--- src/rtl/fetch_unit.sv ---
// fetch_unit: IF stage (PC in; imem req/gnt/rvalid out/in; redirect/id_stall in; IF/ID buffer if_* out; pc_en, fetch_err out)
module fetch_unit #(
  parameter logic [31:0] FLUSH_INSTR = 32'h0000_0000,
  parameter bit          ALIGN_CHECK = 1'b1
) (
  input  logic        clock,
  input  logic        reset,
  input  logic [31:0] PC,
  output logic        pc_en,
  output logic        imem_req,
  output logic [31:0] imem_addr,
  input  logic        imem_gnt,
  input  logic        imem_rvalid,
  input  logic [31:0] imem_rdata,
  input  logic        redirect,
  input  logic        id_stall,
  output logic        if_valid,
  output logic [31:0] if_instr,
  output logic [31:0] if_pc,
  output logic [31:0] if_pc4,
  output logic        fetch_err
);
  typedef enum logic [1:0] {S_REQ, S_WAIT, S_DROP} state_t;
  state_t      r_state;
  logic [31:0] r_pend, r_instr, r_pc, r_pc4;
  logic        r_valid, r_err;
  logic        w_mis, w_can_issue;
  always_comb begin
    w_mis       = ALIGN_CHECK && (PC[1:0] != 2'b00);
    w_can_issue = !r_valid || !id_stall;
    imem_req    = (r_state == S_REQ) && w_can_issue && !w_mis && !reset;
    imem_addr   = imem_req ? PC : 32'h0;
    pc_en       = (r_state == S_WAIT) && imem_rvalid && !redirect && !reset;
    if_valid    = r_valid;
    if_instr    = r_valid ? r_instr : FLUSH_INSTR;
    if_pc       = r_pc;
    if_pc4      = r_pc4;
    fetch_err   = r_err;
  end
  always_ff @(posedge clock) begin
    if (reset) begin
      r_state <= S_REQ;
      r_valid <= 1'b0;
      r_instr <= FLUSH_INSTR;
      r_pc    <= 32'h0;
      r_pc4   <= 32'd4;
      r_err   <= 1'b0;
      r_pend  <= 32'h0;
    end else begin
      r_valid <= redirect ? 1'b0 : pc_en ? 1'b1 : id_stall ? r_valid : 1'b0;
      if (pc_en) begin
        r_instr <= imem_rdata;
        r_pc    <= r_pend;
        r_pc4   <= r_pend + 32'd4;
      end
      if (r_state == S_REQ && w_mis) r_err <= 1'b1;
      case (r_state)
        S_REQ: if (imem_req && imem_gnt) begin
          r_state <= redirect ? S_DROP : S_WAIT;
          r_pend  <= PC;
        end
        S_WAIT:  r_state <= imem_rvalid ? S_REQ : redirect ? S_DROP : S_WAIT;
        S_DROP:  r_state <= imem_rvalid ? S_REQ : S_DROP;
        default: r_state <= S_REQ;
      endcase
    end
  end
endmodule

--- config.mk ---
export PLATFORM = sky130hd
export DESIGN_NAME = fetch_unit
export DESIGN_NICKNAME = d
export VERILOG_FILES = /design/src/rtl/fetch_unit.sv
export SDC_FILE = /design/constraint.sdc
export NUM_CORES = 1
export LEC_CHECK = 0
export CORE_MARGIN = 5
export CORE_UTILIZATION = 41
export DETAILED_ROUTE_END_ITERATION = 10
export PLACE_DENSITY = 0.81
export SKIP_CTS_REPAIR_TIMING = 1
export SYNTH_ARGS = -nofsm -noshare
export SYNTH_HDL_FRONTEND = slang
export SYNTH_SLANG_ARGS = --single-unit
--- constraint.sdc ---
create_clock -name clock -period 1.9 [get_ports clock]
set_clock_uncertainty 0.1 [all_clocks]
set_input_delay 0.19 -clock clock [delete_from_list [all_inputs] [get_ports clock]]
set_output_delay 0.19 -clock clock [all_outputs]
set_load 0.01 [all_outputs]
==> results.cfg <==
[status]
outcome = finished, violations left
violations = negative setup slack

[cells_and_area]
drive_above_1_share_pct = 22.8
antenna_cells = 0
syn_to_final_growth_pct = 62.5
final_cell_count_no_fill = 1163
nNetsFinal = 1043
finalInstanceArea_um2 = 9350
fillerInstances = 1097

[clocking]
cts_buffers = 17
path_clk_slew_ns = 0.05
cts-root-buf = clkbuf_16
cts_sinks = 130
clock_path_buffers = 2
cts_tree = done
insertion_delay_ns = 0.41
htreeDepth = 4

[drt]
via_per_inst = 5.28
wl_um = 19500
ant_nets = 0
drc = 0
drt_iter0_markers = 443
vias = 6135
wl_per_cell_um = 16.8
first_pass_iters = 6

[floorplan]
num_rows = 43
fp.dieH_um = 128
start_util_pct = 41.6
ios = 202
die_area_um2 = 16500
die_w_um = 128
core_area_um2 = 13800

[global_route]
antenna_found_initial = 0
overflow = 0
grt_pass1_wl_um = 28200
grt_max_degree = 51
grt_usage_pct = 21.3
grt_pass1_vias = 5563

[job]
maxCapViolations = 0

[setup_path]
r2r-end = if_pc4[22]
worstSetupPathType = flip-flop to primary output
slowest_stage = dfxtp_2
arrival_ns = 1.69
regToRegStartpoint = r_pend[3]
worstPathCellList = nor3_4 -> and3_4 -> buf_8 -> clkbuf_16 -> and2_4 -> buf_6
path_max_fanout = 5
r2r_cells = 5
cpLargestDelayFamily = simple AND/OR/NAND/NOR gates
cp.required_ns = 1.61
slowest_delay_ns = 0.33
endpoint_kind = primary output
cp_num_buf_inv = 3
cp-start-kind = flip-flop
ff2ff_setup_slack_ns = 0.03

[yosys]
yosys_most_used_dff = dfxtp_1
synthesis.area_um2 = 5750
postSynth.asyncResetShare_pct = 0
ys_ff_latch = 130
yosysSeqAreaShare_pct = 45.2
ys_warn_count = 0
synth.distinct_cells = 48
synth_edf_count = 0
synth.avg_cell_area_um2 = 7.90
synth_cells = 728

[pwr]
pwr_density_cell_nw_per_um2 = 671
power_leakage_nw = 3.98
vdd_ir_drop_max_uv = 601

[sta]
relSlewSlack_pct = 64.8
setup_viol = 30
finalCriticalPeriod_ns = 1.98
fin_ws_ns = -0.0759
rsz0062_at_grt = true
drv_slew = 0
hold_viol = 0
worst_pin_slew_ns = 0.527
fmax_ghz = 0.506
period_share_pct = 104

[worst_hold_path]
hold_depth = 3
worstHoldEndpoint = r_instr[13]
min_from = reset
hp-class = input port to flip-flop

[placed_design]
place.gp.congestion = 0.913
placed_area_um2 = 8270
dp.cells = 1118
place_hpwl_um = 13100
port_buffers = 199
==> cells in the final DEF (no fill, tap or decap), drive strengths merged, types with 2 or more instances in the layout <==
cell           count
nand2            167
clkdlybuf4s50    134
nor3               3
a21oi             97
and3               5
nand3             47
o21ai              5
dfxtp            130
or3                6
clkbuf            26
nor2              33
clkinvlp           4
dlymetal6s2s      33
or4                7
o31a               2
nor4              11
conb               2
clkinv             4
and4               9
o31ai              6
nand4             12
buf              120
and2              65
and3b              2
xnor2              4
a211oi            14
inv                5
xor2               6
a311oi            12
==> synthesized netlist by cell type (2+ instances only) <==
| cell type | instances | area share (%) |
|---|---|---|
| inv_1 | 5 | 0.33 |
| a311oi_2 | 4 | 1.0 |
| a311oi_1 | 8 | 1.2 |
| dfxtp_1 | 130 | 45 |
| buf_1 | 4 | 0.26 |
| o31a_1 | 2 | 0.30 |
| nand3_1 | 47 | 4.1 |
| o21ai_0 | 5 | 0.43 |
| and4_2 | 2 | 0.35 |
| nand4_1 | 9 | 0.98 |
| nor2_1 | 33 | 2.2 |
| nor3_1 | 2 | 0.17 |
| and3_1 | 4 | 0.43 |
| or3_1 | 6 | 0.65 |
| a211oi_1 | 14 | 1.8 |
| nand2_1 | 167 | 11 |
| a21oi_1 | 97 | 8.4 |
| xnor2_1 | 4 | 0.61 |
| o31ai_1 | 6 | 0.78 |
| clkbuf_1 | 38 | 2.5 |
| nor4_1 | 11 | 1.2 |
| buf_4 | 11 | 1.4 |
| and2_1 | 63 | 6.8 |
| and4_1 | 7 | 1.1 |
| xor2_1 | 6 | 0.91 |
| nand4_4 | 2 | 0.74 |
| or4_1 | 6 | 0.78 |
| and3b_1 | 2 | 0.30 |
| buf_2 | 14 | 1.2 |
==> state kept, by name, summed over array words and instances (netlist names) <==
signal     count
fetch_err      1
if_pc         32
if_pc4        30
if_valid       1
r_instr       32
r_pend        32
r_state        2
==> per-stage QoR <==
step                util, %  power (W)  TNS (ns)  worst slack [ns]  hold slack (ns)
finish                 67.6    0.00628     -1.53           -0.0759            0.215
global route           67.6    0.00648     -3.36            -0.136            0.214
CTS                    63.8    0.00628    -21.01            -0.566            0.172
detailed placement     59.8    0.00322     -9.36            -0.333            0.343
global placement       59.8    0.00322     -9.14            -0.302            0.337
floorplan                 -    0.00296         0            0.0244            0.192
==> worst max path at each step <==
stage / startpoint / endpoint / depth (start not counted)
after floorplan: r_pend[2] / if_pc4[28] / 6
after global placement: PC[0] / imem_addr[29] / 6
after detailed placement: PC[0] / imem_addr[4] / 6
after CTS: r_state[1] / imem_addr[4] / 5
after global routing: r_state[0] / imem_addr[31] / 6
final: r_state[0] / imem_addr[19] / 6
==> power breakdown <==
part | switching, W | internal, W | leakage [nW]
Clock | 0.00116 | 0.00188 | 0.263
Sequential | 0.0000162 | 0.00274 | 1.05
Combinational | 0.000206 | 0.000268 | 2.66
==> cell families after synthesis <==
kind of cell / after synthesis / share of synthesized area [%]
simple gates: 372 / 32.3
other cells: 1 / 0.0652
compound gates: 141 / 14.7
xor+xnor: 10 / 1.52
fa+ha+maj: 1 / 0.217
flops: 130 / 45.2
buf+inv: 73 / 5.91
==> layer usage <==
| metal | GRT usage, % | routed length, µm | up-vias |
|---|---|---|---|
| met5 | 0 | 0 | - |
| met2 | 33.8 | 9080 | 284 |
| li1 | - | - | 2968 |
| met1 | 27.3 | 8290 | 2842 |
| met4 | 8.80 | 521 | 0 |
| met3 | 6.02 | 1630 | 41 |
==> layout make-up <==
class	instances	area (µm²)	area share (%)
inverters	5	21.3	0.228
clock inverters	9	83.8	0.897
flip-flops and latches	130	2620	28.0
clock buffers	21	470	5.03
well taps	180	225	2.41
repair buffers	292	2950	31.6
multi-input cells	526	2980	31.9
==> tightest hold or removal path, stage by stage <==
cell and delay [ns]:
buf_4 0.12, buf_4 0.23, a21oi_1 0.13
Note: power is estimated with default switching activity, not from simulation.
==> patch, RTL diff (config.mk and constraints unchanged) <==
The parameter `ALIGN_CHECK` goes from 1'b1 to 1'b0.
--- a/src/rtl/fetch_unit.sv
+++ b/src/rtl/fetch_unit.sv
@@ -1,7 +1,7 @@
 // fetch_unit: IF stage (PC in; imem req/gnt/rvalid out/in; redirect/id_stall in; IF/ID buffer if_* out; pc_en, fetch_err out)
 module fetch_unit #(
   parameter logic [31:0] FLUSH_INSTR = 32'h0000_0000,
-  parameter bit          ALIGN_CHECK = 1'b1
+  parameter bit          ALIGN_CHECK = 1'b0
 ) (
   input  logic        clock,
   input  logic        reset,
Behaviour: not the same (Yosys sat finds a counterexample within 4 cycles, from zero or initial values and one cycle with reset high).
==> patch against the original RTL <==
- the run still ends with negative setup slack left
- cell count fell by 2.8%
- register-to-register slack improved by 0.06 ns
- synthesized cell count decreased by 2.5%
- worst setup slack got worse by 0.084 ns
- design area fell by 6.0%
- power up 5.2%
- largest power group unchanged
- synthesized area down 2.5%
- fmax down 4.1%
- sequential cell count down 1
- global-route usage down 0.42 points
- routed wire length shrank 9.2%
- clock power up 4%
- hold slack worse by 0.053 ns
==> patch: results (changes against the original RTL) <==
\begin{tabular}{lr}
\hline
Metric & Value \\
\hline
\multicolumn{2}{l}{\textbf{Worst setup path}} \\
\quad Maximum net fanout on the critical path & 9 (+4) \\
\quad Slowest library cell on the worst path & sky130\_fd\_sc\_hd\_\_a2111oi\_4 \\
\quad CP top delay family & buffers and inverters \\
\quad Register-to-Register Setup Slack & 0.09 ns (+0.06 ns) \\
\quad Timing startpoint of the critical path & if\_valid\$\_SDFFE\_PP0P\_ \\
\quad Capture point of the worst path & imem\_addr[29] \\
\quad Worst Reg2Reg Path Length in Cells & 8 (+3) \\
\quad Endpoint of the most critical register-to-register path & r\_pend[3]\$\_SDFFE\_PP0P\_ \\
\multicolumn{2}{l}{\textbf{Cells and area}} \\
\quad Net count, final & 1,013 (-2.9\%) \\
\multicolumn{2}{l}{\textbf{Hold path}} \\
\quad Terminating pin of the worst hold path & r\_instr[10]\$\_SDFFE\_PP0P\_ \\
\multicolumn{2}{l}{\textbf{GRT}} \\
\quad Met1 track utilization from global routing & 26.1\% (-1.1 points) \\
\quad Grt met2 use & 33.7\% (-0.085 points) \\
\quad Number of global-route vias before repair & 5,430 (-2.4\%) \\
\quad Overall Global Routing Usage & 20.9\% (-0.42 points) \\
\multicolumn{2}{l}{\textbf{Place}} \\
\quad Pre-CTS setup slack & -0.419 ns (-0.0858 ns) \\
\quad HPWL after DPL & 12.2 mm (-7.3\%) \\
\quad Number of buffers added on ports & 200 (+0.50\%) \\
\quad GPL Wtd Cong & 0.850 (-6.9\%) \\
\multicolumn{2}{l}{\textbf{Routing}} \\
\quad Routed wire length & 17.7 mm (-9.2\%) \\
\quad Iter 0 DRT Violations & 293 (-34\%) \\
\quad Via Count & 5,742 (-6.4\%) \\
\quad Wire length on met3 & 1.45 mm (-11\%) \\
\quad First-pass detailed-route iteration total & 4 (-2) \\
\quad Met2 wire len & 8.55 mm (-5.8\%) \\
\multicolumn{2}{l}{\textbf{Power and ir drop}} \\
\quad Internal power component & 5.17 mW (+5.6\%) \\
\quad Leakage & 3.21 nW (-19\%) \\
\quad Maximum resistive drop on vdd & 633 uV (+5.3\%) \\
\multicolumn{2}{l}{\textbf{Timing}} \\
\quad Post-Route Hold Slack & 0.162 ns (-0.0532 ns) \\
\quad Setup-violating endpoint count in the final report & 64 (+110\%) \\
\quad Final Worst Setup Slack & -0.160 ns (-0.0841 ns) \\
\multicolumn{2}{l}{\textbf{Status}} \\
\quad Failing checks & negative setup slack \\
\quad Run status & finished, violations left \\
\multicolumn{2}{l}{\textbf{Synthesis}} \\
\quad Cell types with the highest counts after synthesis & sky130\_fd\_sc\_hd\_\_nand2\_1 (200), sky130\_fd\_sc\_hd\_\_dfxtp\_1 (129), sky130\_fd\_sc\_hd\_\_a21oi\_1 (98), sky130\_fd\_sc\_hd\_\_and2\_1 (66), sky130\_fd\_sc\_hd\_\_nor2\_1 (33) \\
\hline
\end{tabular}
## patch: changes by cell type after synthesis, sizes merged, moves of 3 or more
cell,unedited run,this run
nand4,12,9
nand3,47,15
inv,5,2
or3,6,3
clkbuf,38,31
nand2,167,200
## patch: area by class of cell
class	instances	area, um2
Fill cell	1180	4560
Sequential cell	129	2580
Clock buffer	28	537
Multi-Input combinational cell	520	2800
Inverter	2	8.76
Clock inverter	4	45.0
Timing Repair Buffer	272	2590
Tap cell	176	220
## patch: cells by family (layout without fill, tap and decap cells)
logic type,count (synthesis),count (layout),share of synthesized area (%)
other,1,1,0.0669
adder cells (fa/ha/maj),1,1,0.223
flip-flops,129,129,46.1
buffers and inverters,61,306,5.56
XOR/XNOR,12,12,1.87
AO/OA/AOI/OAI,139,139,15.1
AND/OR/NAND/NOR,367,367,31.1
## patch: stage by stage
step,area (um2),cells
2_1_floorplan,5610,710
3_5_place_dp,8030,1089
5_1_grt,8780,1131
6_report,8780,1131
4_1_cts,8610,1121
3_3_place_gp,8030,1089
